## src/rtl/bm_dag1_inv_search.sv

```systemverilog
// ----------------------------------------------------------------------------
// bm_dag1_inv_search
//
// Inverse search over the DAG1 benchmark function
//     f(a,b) = ((a+b) + (a-b)) - (b+b)   (every node truncated to BITS bits)
// Given a target result and the known b operand, the block walks candidate
// values of a, one per clock, and reports the lowest a that reproduces the
// target.
//
// Optional feature (macro DAG1_INV_COUNT_EN):
//   undefined : early exit on the first match; no sol_count port.
//   defined   : every candidate is tested; a_out is still the first match and
//               sol_count reports the total number of matches.
//
// Ports
//   clock      in   rising-edge clock
//   reset_n    in   asynchronous active-low reset
//   start      in   search request, sampled only while idle
//   out_in     in   [BITS-1:0] target result
//   b_in       in   [BITS-1:0] known b operand
//   busy       out  high while a search or its done cycle is in progress
//   done       out  one-cycle pulse, results valid
//   found      out  a matching a exists
//   a_out      out  [BITS-1:0] lowest matching a (0 when none)
//   sol_count  out  [BITS:0] number of matches (DAG1_INV_COUNT_EN only)
// ----------------------------------------------------------------------------
module bm_dag1_inv_search #(
    parameter int BITS = 2
) (
    input  logic            clock,
    input  logic            reset_n,
    input  logic            start,
    input  logic [BITS-1:0] out_in,
    input  logic [BITS-1:0] b_in,
    output logic            busy,
    output logic            done,
    output logic            found,
    output logic [BITS-1:0] a_out
`ifdef DAG1_INV_COUNT_EN
    ,
    output logic [BITS:0]   sol_count
`endif
);

    typedef enum logic [1:0] {
        IDLE   = 2'd0,
        SEARCH = 2'd1,
        DONE   = 2'd2
    } state_t;

    state_t          r_state;
    logic [BITS-1:0] r_cand;
    logic [BITS-1:0] r_target;
    logic [BITS-1:0] r_b;
    logic            r_busy;
    logic            r_done;
    logic            r_found;
    logic [BITS-1:0] r_a;
`ifdef DAG1_INV_COUNT_EN
    logic [BITS:0]   r_count;
`endif

    // Forward DAG evaluated on the registered candidate; each node is its own
    // BITS-wide wire so the truncation happens at every intermediate.
    logic [BITS-1:0] w_sum;
    logic [BITS-1:0] w_diff;
    logic [BITS-1:0] w_bb;
    logic [BITS-1:0] w_left;
    logic [BITS-1:0] w_f;
    logic            w_match;
    logic            w_last;

    assign w_sum   = r_cand + r_b;
    assign w_diff  = r_cand - r_b;
    assign w_bb    = r_b + r_b;
    assign w_left  = w_sum + w_diff;
    assign w_f     = w_left - w_bb;
    assign w_match = (w_f == r_target);
    // Final candidate: the search ends here so cand never wraps to 0.
    assign w_last  = (r_cand == {BITS{1'b1}});

    always_ff @(posedge clock or negedge reset_n) begin
        if (!reset_n) begin
            r_state  <= IDLE;
            r_cand   <= '0;
            r_target <= '0;
            r_b      <= '0;
            r_busy   <= 1'b0;
            r_done   <= 1'b0;
            r_found  <= 1'b0;
            r_a      <= '0;
`ifdef DAG1_INV_COUNT_EN
            r_count  <= '0;
`endif
        end else begin
            case (r_state)
                IDLE: begin
                    if (start) begin
                        r_state  <= SEARCH;
                        r_target <= out_in;
                        r_b      <= b_in;
                        r_cand   <= '0;
                        r_found  <= 1'b0;
                        r_a      <= '0;
                        r_busy   <= 1'b1;
`ifdef DAG1_INV_COUNT_EN
                        r_count  <= '0;
`endif
                    end
                end
                SEARCH: begin
`ifdef DAG1_INV_COUNT_EN
                    if (w_match) begin
                        // Keep the first (lowest) match, count all of them.
                        if (!r_found) begin
                            r_found <= 1'b1;
                            r_a     <= r_cand;
                        end
                        r_count <= r_count + 1'b1;
                    end
                    if (w_last) begin
                        r_state <= DONE;
                        r_done  <= 1'b1;
                    end else begin
                        r_cand  <= r_cand + 1'b1;
                    end
`else
                    if (w_match) begin
                        r_found <= 1'b1;
                        r_a     <= r_cand;
                        r_state <= DONE;
                        r_done  <= 1'b1;
                    end else if (w_last) begin
                        // Exhausted without a match: found/a_out stay cleared.
                        r_state <= DONE;
                        r_done  <= 1'b1;
                    end else begin
                        r_cand  <= r_cand + 1'b1;
                    end
`endif
                end
                DONE: begin
                    r_state <= IDLE;
                    r_done  <= 1'b0;
                    r_busy  <= 1'b0;
                end
                default: begin
                    r_state <= IDLE;
                    r_done  <= 1'b0;
                    r_busy  <= 1'b0;
                end
            endcase
        end
    end

    assign busy  = r_busy;
    assign done  = r_done;
    assign found = r_found;
    assign a_out = r_a;
`ifdef DAG1_INV_COUNT_EN
    assign sol_count = r_count;
`endif

endmodule

```

## config.mk

```make
export PLATFORM = sky130hd
export DESIGN_NAME = bm_dag1_inv_search
export DESIGN_NICKNAME = d
export VERILOG_FILES = /design/src/rtl/bm_dag1_inv_search.sv
export SDC_FILE = /design/constraint.sdc
export NUM_CORES = 1
export LEC_CHECK = 0
export ABC_AREA = 1
export CAP_MARGIN = 20
export CORE_MARGIN = 2
export CORE_UTILIZATION = 50
export DETAILED_ROUTE_END_ITERATION = 8
export GPL_TIMING_DRIVEN = 0
export MAX_ROUTING_LAYER = met4
export PLACE_DENSITY = 0.79
export REMOVE_ABC_BUFFERS = 1
export SYNTH_ARGS = -nofsm -noshare
export SYNTH_HDL_FRONTEND = slang
export SYNTH_SLANG_ARGS = --single-unit
export TNS_END_PERCENT = 50
```

## constraint.sdc

```tcl
create_clock -name clock -period 2 [get_ports clock]
set_input_delay 0.4 -clock clock [delete_from_list [all_inputs] [get_ports clock]]
set_output_delay 0.4 -clock clock [all_outputs]
set_load 0.01 [all_outputs]
```

== Yosys cells after proc, flatten, opt, wreduce, memory -nomap -nowiden ==
Index checks and enable logic that the tools add are counted.
Storage, ports and cells
  logic and storage cells: 50
  bits in registers: 13
Operators by class
  $add $sub $neg: 6
  reduce and logical (&&, ||, !) cells: 8
  eq/ne operators: 8
  muxes and demuxes: 18
  bitwise logic cells: 2
Operators by type and width (number)
  2-bit two-way mux: 7
  2-bit one-hot mux with 2 select lines: 3
  2-bit != test, second input constant: 4
  2-bit AND reduction: 4
  2-bit adder: 3
  1-bit one-hot mux with 2 select lines: 3
  1-bit two-way mux: 5
  4-bit AND reduction: 1
  2-bit subtractor: 2
  3-bit != test, second input constant: 1
  3-bit AND reduction: 1
  2-bit by 1-bit adder with 2-bit output, second input constant: 1
  2-bit by 1-bit == test with 1-bit output, second input constant: 1
  2-bit == test: 1
  2-bit == test, second input constant: 1
  2-bit zero test: 1
  1-bit NOT: 2
  2-bit nonzero test: 1

== Depth between registers and ports, before layout ==
Gate-level depths: netlist of run 1.
  word-level depth: 6
  mapped depth: 13
  gate-level depth less buffers: 13

== Worst setup path after synthesis of run 1 ==
OpenSTA, ideal clock, no wires.
  kind: register to register
  from: register r_b[0]
  to: register r_a[0], in the netlist a_out[0]
  stages on the path, launching flop included: 10
  arrival time: 1.506 ns
  clock period less this slack: 1.623 ns
  library setup time: 0.117 ns
  setup slack: 0.377 ns
  cells stage by stage: dfrtp_1 inv_2 ha_1 xnor2_2 xnor2_2 nand2_1 nand2_1 nand3_1 nand2_1 nand2_1
On the way
  longest elaborated chain between the ends: 6
  elaborated cells on any way between the ends: 8
  classes of those cells: add/sub: 5; eq/ne: 2; reduce/logical: 1
Ends and longest elaborated chain
  from (decl): line 54  | logic [BITS-1:0] r_b;
  from (signal assigned): line 101  | r_b <= b_in;
  2-bit adder / 2-bit subtractor (equally long branches): line 73, 74
  2-bit adder: line 76  | assign w_left = w_sum + w_diff;
  2-bit subtractor (*): line 77  | assign w_f = w_left - w_bb;
  2-bit == test (*): line 78  | assign w_match = (w_f == r_target);
  2-bit != test (no line) (*)
  3-bit AND reduction (no line) (*)
  to (signal assigned): line 130  | r_a <= r_cand;
  to (decl): line 58  | logic [BITS-1:0] r_a;
Mark *: on every way between the ends. The rest lies on a longest branch, timed or not.
A chain may end at the register's enable or synchronous reset.

== Final worst setup path of run 1 ==
  from: register r_b[0]
  to: register r_cand[0]
On the way
  longest elaborated chain between the ends: 6
  elaborated cells on any way between the ends: 8
  classes of those cells: add/sub: 5; eq/ne: 2; reduce/logical: 1
Ends and longest elaborated chain
  2-bit adder / 2-bit subtractor (equally long branches): line 73, 74
  2-bit adder: line 76
  2-bit subtractor (*): line 77
  2-bit == test (*): line 78
  2-bit != test (no line) (*)
  4-bit AND reduction (no line) (*)
  to (signal assigned): line 138  | r_cand <= r_cand + 1'b1;
  to (decl): line 52  | logic [BITS-1:0] r_cand;
Marked as above.

==> reports/qor.txt, run 1 <==
average cell area after synthesis -> 8.18 um2
P per Cell Area -> 1940 nW/um2
Setup TNS Final -> 0 ns
Cell variety after synth -> 17
starting density of the core -> 0.540
first-pass GRT wire length -> 2.06 mm
clock slew at reported path FFs -> 0.08 ns
ANT nets after route -> 0
Synth warnings -> 0
cell area after layout -> 867 um2
clock share of power -> 0.093
post-synthesis sequential area ratio -> 0.457
commonest cells after routing, fill and taps aside -> nand2_1 (33), inv_1 (13), dfrtp_1 (13), clkdlybuf4s50_1 (11), nand3_1 (6)
Slew Limit Fails -> 0
Yosys reg bits -> 13
fraction of layout cells with a size suffix above 1 -> 0.118
pre-CTS setup slack -> 0.234 ns
Final Hold Vio Count -> 0
WP data required -> 2.21 ns
Via Count -> 566
CTS tree -> built
RSZ-0062 raised after global routing -> false
Max Clock Freq -> 562 MHz
post-synthesis mux area share -> 0
ANT cells -> 0
Crit Path Category -> reg -> reg
CP arrival -> 1.99 ns
Synth Area in Compound Gates -> 0.0404
Clock Skews -> 0.00641 ns
post_cts resized -> 0
Initial DRC Count -> 9
slew at the pin closest to its max-slew limit -> 0.569 ns
Post-Synth Adder-Cell Area -> 0.0527
final-stage net count -> 113
fillers -> 103
share of total power in sequential cells -> 0.286
Area Growth Syn to Fin -> 21.8%
main combinational cell family by area after synthesis -> simple AND/OR/NAND/NOR gates
outcome -> complete, no violations
DRC -> 0
GRT Total Usage -> 0.158
antenna violations before repair -> 0
Die ar. -> 1740 um2
Hold Path Class -> reg -> reg
H-tree depth -> 1
number of setup buffers added after CTS -> 0
largest net degree at the start of global routing -> 14
worst-case clock buffer depth -> 2
placed cells -> 113
io pins -> 12
FF-to-FF setup slack -> 0.22 ns
CTS buffer count -> 3
Clock Latency Late Sink -> 0.27 ns
root buf cell -> clkbuf_4
Die H -> 41.7 um
Congestion Overflow GR -> 0
Final HPWL DP -> 914 um
Post-DP Area -> 841 um2
CP Launch Type -> register
commonest non-fill, non-tap cell in the layout -> nand2_1
RePlAce Congestion -> 0.795
CTS sink cnt -> 13
final non-filler cell total -> 117
DRT Wirelength -> 1.15 mm
internal power -> 0.898 mW
Min Hold Slack -> 0.474 ns
Sw Share -> 0.465
total power -> 1.68 mW
# rows -> 13
Setup-failing EPs final -> 0
MaxCap Viol Count -> 0
DRT Pass-1 Iters -> 4
port bufs -> 11
post-layout min period -> 1.78 ns
number of global-route vias before repair -> 514
Max FO, Critical Path -> 5
Via density -> 4.84
cell count after synthesis -> 87
area share of and/or/nand/nor cells after synthesis -> 0.308
period utilisation layout -> 0.889
P_leak -> 0.473 nW
Core Area -> 1320 um2
Cell Area, Synth -> 712 um2
Post-Synth XOR/XNOR Area -> 0.0685
NetSw -> 0.781 mW
worst setup margin -> 0.221 ns
Worst setup EP type -> register
routed length per instance -> 9.79 um
VDD IR max -> 0.980 mV
Max transition margin -> 0.619
Logic pwr share -> 0.622
CTS Hold Bufs -> 0
DIE WIDTH -> 41.7 um
Post-Route Utilization -> 0.658
[power groups by stage]
stage               clock, mW  combinational (mW)  sequential [mW]
floorplan                   0               0.806            0.489
global placement            0                1.01            0.481
detailed placement          0                1.05            0.483
CTS                     0.160                1.06            0.480
global route            0.175                1.19            0.497
finish                  0.155                1.04            0.480
[cells in the mapped netlist]
master	instances	area (um2)
a21oi_1	1	5.00
a21oi_2	1	8.76
dfrtp_1	13	325
ha_1	3	37.5
inv_1	13	48.8
inv_2	1	3.75
nand2_1	33	124
nand2_2	2	12.5
nand2_4	1	11.3
nand3_1	6	30.0
nand3_2	1	10.0
nand3b_1	1	7.51
nand4_1	2	12.5
nor2_1	3	11.3
o21ai_0	3	15.0
xnor2_2	2	32.5
xor2_2	1	16.3
[state kept, by name, summed over array words and instances (netlist names)]
register	cells
r_target	2
a_out	2
r_cand	2
found	1
r_state	2
busy	1
r_b	2
done	1
[logic make-up after synthesis]
family / count (synthesis)
xor gates and xnor gates: 3
DFF: 13
and+or+nand+nor: 49
buffers and inverters: 14
adders and majority gates: 3
AOI/OAI and AO/OA: 5
[layer usage]
layer,up-vias,track usage,wire (um)
met4,0,0.0774,10
li1,302,-,-
met3,2,0.0130,16
met2,6,0.256,546
met5,-,-,0
met1,256,0.199,572
[path summary, 6_finish.rpt]
path	start	endpoint	cells after the start
max	r_b[0]	r_cand[0]	8
min	a_out[0]	a_out[0]	2
max reg2reg	r_b[0]	r_cand[0]	8
min reg2reg	a_out[0]	a_out[0]	2
max in group asynchronous	reset_n	a_out[1]	1
min in group asynchronous	reset_n	r_target[1]	1
[worst max-delay path, stage by stage, from the launching register on]
cell and delay (ns):
dfrtp_1 0.44, inv_2 0.07, ha_1 0.33, xnor2_2 0.16, xnor2_2 0.30, nand3_2 0.13, nand3_1 0.16, nand2_1 0.07
nand2_1 0.06
[area by class of cell]
type	count	area [um2]	share of cell area
clock buffer	4	26.3	0.0303
inverter	14	52.6	0.0606
multi-input combinational	60	334	0.385
sequential	13	325	0.375
tap	15	18.8	0.0216
timing repair buffer	11	110	0.127
Power figures use the tool's default switching activity.
==> inputs of run 2 (changes only) <==
- REMOVE_ABC_BUFFERS: 1 -> not set
==> results of run 2 <==
The final DEF is identical to that of run 1; final timing and power are the same.
